## src/rtl/parity_frame_rx_pkg.sv

```systemverilog
// Shared definitions for the parity_frame_rx serial receiver: FSM state
// encoding and serial line levels.
package parity_frame_rx_pkg;

    localparam logic [1:0] ST_IDLE   = 2'd0;
    localparam logic [1:0] ST_DATA   = 2'd1;
    localparam logic [1:0] ST_PARITY = 2'd2;
    localparam logic [1:0] ST_STOP   = 2'd3;

    localparam logic START_BIT  = 1'b0;
    localparam logic STOP_BIT   = 1'b1;
    localparam logic IDLE_LEVEL = 1'b1;

endpackage

```

## src/rtl/parity_frame_rx_if.sv

```systemverilog
// Serial input plus valid/ready word output of parity_frame_rx.
// The master modport is the receiver side; the slave modport is the line driver and consumer.
interface parity_frame_rx_if #(
    parameter int WIDTH = 8
);
    import parity_frame_rx_pkg::*;

    logic             bit_en;
    logic             bit_in;
    logic [WIDTH-1:0] data_out;
    logic             parity_out;
    logic             parity_ok;
    logic             frame_err;
    logic             out_valid;
    logic             out_ready;
    logic             overrun;

    modport master (
        input  bit_en, bit_in, out_ready,
        output data_out, parity_out, parity_ok, frame_err, out_valid, overrun
    );

    modport slave (
        output bit_en, bit_in, out_ready,
        input  data_out, parity_out, parity_ok, frame_err, out_valid, overrun
    );

endinterface

```

## src/rtl/parity_frame_rx_checker.sv

```systemverilog
// Even-parity checker: parity_ok is 1 when the data bits XORed with the
// parity bit give 0.
module parity_checker #(
    parameter int WIDTH = 8
) (
    input  logic [WIDTH-1:0] data,
    input  logic             parity,
    output logic             parity_ok
);

    assign parity_ok = ~(^data ^ parity);

endmodule

```

## src/rtl/parity_frame_rx.sv

```systemverilog
// Deserialises start/data/parity/stop frames from a bit_en-qualified serial
// line into a held output word with a valid/ready handshake.
module parity_frame_rx #(
    parameter int WIDTH = 8
) (
    input  logic              clk,
    input  logic              rst,
    parity_frame_rx_if.master bus
);
    import parity_frame_rx_pkg::*;

    localparam int CW = $clog2(WIDTH) + 1;

    logic [1:0]       state;
    logic [CW-1:0]    count;
    logic [WIDTH-1:0] shift;
    logic             parity_bit;
    logic             stop_edge;
    logic             reg_free;

    assign stop_edge = bus.bit_en && (state == ST_STOP);
    // Accepting the held word on the same edge frees the register for a new load.
    assign reg_free  = !bus.out_valid || bus.out_ready;

    always_ff @(posedge clk) begin
        if (rst) begin
            state      <= ST_IDLE;
            count      <= '0;
            shift      <= '0;
            parity_bit <= 1'b0;
        end else if (bus.bit_en) begin
            case (state)
                ST_IDLE: begin
                    if (bus.bit_in == START_BIT) begin
                        state <= ST_DATA;
                        count <= '0;
                    end
                end
                ST_DATA: begin
                    for (int i = 0; i < WIDTH; i++) begin
                        if (count == CW'(i)) shift[i] <= bus.bit_in;
                    end
                    count <= count + CW'(1);
                    if (count == CW'(WIDTH - 1)) state <= ST_PARITY;
                end
                ST_PARITY: begin
                    parity_bit <= bus.bit_in;
                    state      <= ST_STOP;
                end
                ST_STOP: state <= ST_IDLE;
                default: state <= ST_IDLE;
            endcase
        end
    end

    always_ff @(posedge clk) begin
        if (rst) begin
            bus.data_out   <= '0;
            bus.parity_out <= 1'b0;
            bus.frame_err  <= 1'b0;
            bus.out_valid  <= 1'b0;
            bus.overrun    <= 1'b0;
        end else begin
            if (bus.out_valid && bus.out_ready) bus.out_valid <= 1'b0;
            if (stop_edge) begin
                if (reg_free) begin
                    bus.data_out   <= shift;
                    bus.parity_out <= parity_bit;
                    bus.frame_err  <= (bus.bit_in != STOP_BIT);
                    bus.out_valid  <= 1'b1;
                end else begin
                    bus.overrun <= 1'b1;
                end
            end
        end
    end

    parity_checker #(.WIDTH(WIDTH)) u_checker (
        .data      (bus.data_out),
        .parity    (bus.parity_out),
        .parity_ok (bus.parity_ok)
    );

endmodule

```

## src/flat_wrapper.sv

```systemverilog
// flat-port wrapper written by rule: the top's interface ports become plain ports
module parity_frame_rx_flat import parity_frame_rx_pkg::*;
#(
    parameter int WIDTH = 8
)
  (clk, rst, bus_bit_en, bus_bit_in, bus_out_ready, bus_data_out, bus_parity_out, bus_parity_ok, bus_frame_err, bus_out_valid, bus_overrun);
  parity_frame_rx_if #(.WIDTH(WIDTH)) bus_i ();
  input  logic clk;
  input  logic rst;
  input wire logic [$bits(bus_i.bit_en)-1:0] bus_bit_en;
  input wire logic [$bits(bus_i.bit_in)-1:0] bus_bit_in;
  input wire logic [$bits(bus_i.out_ready)-1:0] bus_out_ready;
  output wire logic [$bits(bus_i.data_out)-1:0] bus_data_out;
  output wire logic [$bits(bus_i.parity_out)-1:0] bus_parity_out;
  output wire logic [$bits(bus_i.parity_ok)-1:0] bus_parity_ok;
  output wire logic [$bits(bus_i.frame_err)-1:0] bus_frame_err;
  output wire logic [$bits(bus_i.out_valid)-1:0] bus_out_valid;
  output wire logic [$bits(bus_i.overrun)-1:0] bus_overrun;
  assign bus_i.bit_en = bus_bit_en;
  assign bus_i.bit_in = bus_bit_in;
  assign bus_i.out_ready = bus_out_ready;
  assign bus_data_out = bus_i.data_out;
  assign bus_parity_out = bus_i.parity_out;
  assign bus_parity_ok = bus_i.parity_ok;
  assign bus_frame_err = bus_i.frame_err;
  assign bus_out_valid = bus_i.out_valid;
  assign bus_overrun = bus_i.overrun;
  parity_frame_rx #(.WIDTH(WIDTH)) u_core (.clk(clk), .rst(rst), .bus(bus_i));
endmodule
```

## config.mk

```make
export PLATFORM = sky130hd
export DESIGN_NAME = parity_frame_rx_flat
export DESIGN_NICKNAME = d
export VERILOG_FILES = /design/src/rtl/parity_frame_rx_pkg.sv /design/src/rtl/parity_frame_rx_if.sv /design/src/rtl/parity_frame_rx_checker.sv /design/src/rtl/parity_frame_rx.sv /design/src/flat_wrapper.sv
export SDC_FILE = /design/constraint.sdc
export NUM_CORES = 1
export LEC_CHECK = 0
export ABC_CLOCK_PERIOD_IN_PS = 1500
export CAP_MARGIN = 40
export CORE_MARGIN = 1
export CORE_UTILIZATION = 48
export DETAILED_ROUTE_END_ITERATION = 12
export PLACE_DENSITY = 0.76
export SYNTH_ARGS = -nofsm -noshare
export SYNTH_HDL_FRONTEND = slang
export SYNTH_SLANG_ARGS = --single-unit
export TNS_END_PERCENT = 30
```

## constraint.sdc

```tcl
create_clock -name clk -period 1.5 [get_ports clk]
set_input_delay 0.3 -clock clk [delete_from_list [all_inputs] [get_ports clk]]
set_output_delay 0.3 -clock clk [all_outputs]
set_load 0.02 [all_outputs]
```

==> results of run 1 <==
## metal layers
layer / track usage [%] / part of all wire [%] / vias to the layer above
met5: 0 / 0 / -
met4: 7.692 / 0.88 / 0
met3: 3.333 / 3.6 / 4
met2: 41.87 / 55 / 27
met1: 20.24 / 41 / 512
li1: - / - / 582
## synth_stat cells (2+ instances only)
cell      number  share of area (%)
ha_1           9                8.6
nand2_1       27                7.7
xnor2_1        7                4.7
buf_1          2               0.57
o211ai_1       2                1.1
a21boi_4       2                2.9
nor2_1        11                3.1
mux2i_1        3                2.3
dfxtp_1       27                 41
a21oi_1       19                7.2
o21ai_1        8                3.0
inv_1          5                1.4
nand3_1       10                3.8
buf_2          4                1.5
clkbuf_1       2               0.57
xor2_1         3                2.0
## sequential cells by signal (all words and copies together), names as in the netlist
signal                 cells
u_core.shift               8
u_core.parity_bit          1
u_core.bus.overrun         1
u_core.bus.out_valid       1
u_core.bus.frame_err       1
u_core.bus.parity_out      1
u_core.count               4
u_core.state               2
u_core.bus.data_out        8
## layout make-up
type | count | area [sq um]
fillers | 213 | 833.3
clock buffers | 4 | 26.28
multi-input cells | 113 | 744.5
repair buffers | 38 | 314.1
inverters | 5 | 18.77
flip-flops and latches | 27 | 548.0
well taps | 30 | 37.54
## per-stage QoR
step,cells,setup TNS (ns),instance area [sq um]
floorplan,154,0,1321
global placement,213,-4.092,1644
detailed placement,213,-5.177,1644
CTS,217,-0.3154,1665
global route,217,-0.3709,1689
finish,217,-0.2654,1689
## power breakdown
group | switching [uW] | total, uW | internal, uW
logic | 84.5 | 155 | 70.7
registers | 7.60 | 734 | 727
clock network | 203 | 307 | 104
total | 295 | 1200 | 902
## critical path: cells and delay by family, from the launching register on
family	cells	cell delay [ns]
DFF	1	0.36
xor gates and xnor gates	4	0.63
buffers and inverters	1	0.15
## final timing paths
| check | from | end | slack, ns | depth (start not counted) |
|---|---|---|---|---|
| setup / recovery | u_core.bus.data_out[3]$_SDFFE_PP0P_ | bus_parity_ok | -0.27 | 5 |
| setup reg to reg | u_core.state[0]$_SDFFE_PP0P_ | u_core.state[1]$_SDFFE_PP0P_ | 0.08 | 6 |
| hold / removal | bus_bit_en | u_core.parity_bit$_SDFFE_PP0P_ | 0.42 | 3 |
| hold reg to reg | u_core.shift[5]$_SDFFE_PP0P_ | u_core.bus.data_out[5]$_SDFFE_PP0P_ | 0.47 | 2 |
## kinds of logic (layout without fill, tap and decap cells)
group	count (synthesis)	after routing
adder cells (fa/ha/maj)	9	9
multiplexers	3	3
buffers and inverters	14	47
XOR/XNOR	10	10
AO/OA/AOI/OAI	36	36
AND/OR/NAND/NOR	55	55
flip-flops	27	27
## what timing repair did
| action | in CTS | in global routing |
|---|---|---|
| resized for setup | 22 | 11 |
| setup endpoints to repair | 14 | 13 |
| pin swaps | 3 | 3 |
==> results.yml, run 1 <==
placement:
  port_buffers: 17
  place_hpwl_mm: 2.167
  gp_congestion: 0.7401
  pre_cts_ws_ns: -0.4396
final_layout:
  most-common-layout-cells: "27 x nand2_1, 22 x buf_4, 21 x dfxtp_1, 19 x a21oi_1"
  drive_above_1_share_pct: 24.06
  fin_util_pct: 66.96
  layout.nets: 202
  area_growth_pct: 28.57
  layout_commonest_cell: "nand2_1"
  num_antenna_cells: 0
detailed_routing:
  vias: 1125
  final_antenna_net_count: 0
  drc: 0
  via_per_inst: 5.184
  drt_iter0_markers: 24
  routed_wl_mm: 2.718
  post_drt_wl_per_cell_um: 12.53
  first_pass_iters: 4
critical_path:
  endpoint_kind: "primary output"
  crit_required_ns: 1.20
  crit_path_start_kind: "flop"
  slowest_delay_ns: 0.36
  criticalPathCategory: "flop to primary output"
  cp_max_fo: 2
  worstPathCellList: "xnor2_2, xnor2_1, xnor2_1, xnor2_2, buf_4"
  cp_data_arrival_time_ns: 1.47
  crit_slowest_cell: "dfxtp_2"
clock_tree:
  clkTransAtPathRegs_ns: 0.13
  cts-root-buf: "clkbuf_4"
  cts_tree: "built"
  clk_latency_ns: 0.32
  cts_sinks: 27
  clockBufferDepth: 2
  post_cts.repair.setup_buffers: 0
  numCtsBuffers: 3
  cts_hold_buf: 0
  cts.htree.levels: 1
global_routing:
  grt_max_degree: 15
  grt_first_pass_wirelength_mm: 4.319
  antenna_found_initial: 0
  grt_pass1_vias: 1058
  grt_use_total_pct: 20.62
  gr-total-overflow: 0
sta:
  rsz0062_at_grt: "true"
  finalMaxSlewViolations: 0
  fin_hold_ws_ns: 0.4243
  max_freq_mhz: 566.5
  maxSlewHeadroom_pct: 77.05
  tightest_slew_ns: 0.3436
  post-route-min-period_ns: 1.765
  fin_ws_ns: -0.2654
  finalHoldViolations: 0
  setup_viol_count_final: 1
  finalCritPeriodShare_pct: 117.7
  clock_skew_ns: 0.001728
synth:
  synth-warning-count: 0
  synth_edf_count: 0
  syn_area_sq_um: 1314
  synth_seq_cells: 27
  synth_flop_cell: "dfxtp_1"
  syn_nets: 168
  synth_xor_area_share_pct: 6.667
  synthDistinctLibCells: 29
  async_flop_share_pct: 0
  synth.avg_cell_area_sq_um: 8.531
  synthAdderAreaFrac_pct: 8.571
  synth_mux_area_share_pct: 2.286
  ys_seq_area_share_pct: 41.14
  synth_compound_area_share_pct: 17.43
  synth_top_family_by_area: "simple AND/OR/NAND/NOR gates"
  synth-simple-area-share_pct: 19.24
  syn_inst: 154
floorplanning:
  core_region_area_sq_um: 2522
  start_util_pct: 52.08
  die_w_um: 54.32
  core.rowCount: 18
  die-area_sq_um: 2950
  io_pins: 18
  dieHeight_um: 54.32
power_and_ir_drop:
  power_density_nw_per_um2: 708.4
  vdd_drop_max_v: 0.0005815
  p_leak_uw: 0.0006879
  finalPower_uw: 1197
hold_path:
  hold_class: "input port to flop"
run_status:
  violations: "negative setup slack"
  status: "complete, but fails checks"
run:
  max_cap_viol_count: 0
Note: power is estimated with default switching activity, not from simulation.
==> run 2: changes to the inputs <==
- CAP_MARGIN: 40 -> 30
==> results of run 2 <==
The final DEF is identical to that of run 1; final timing and power are the same.
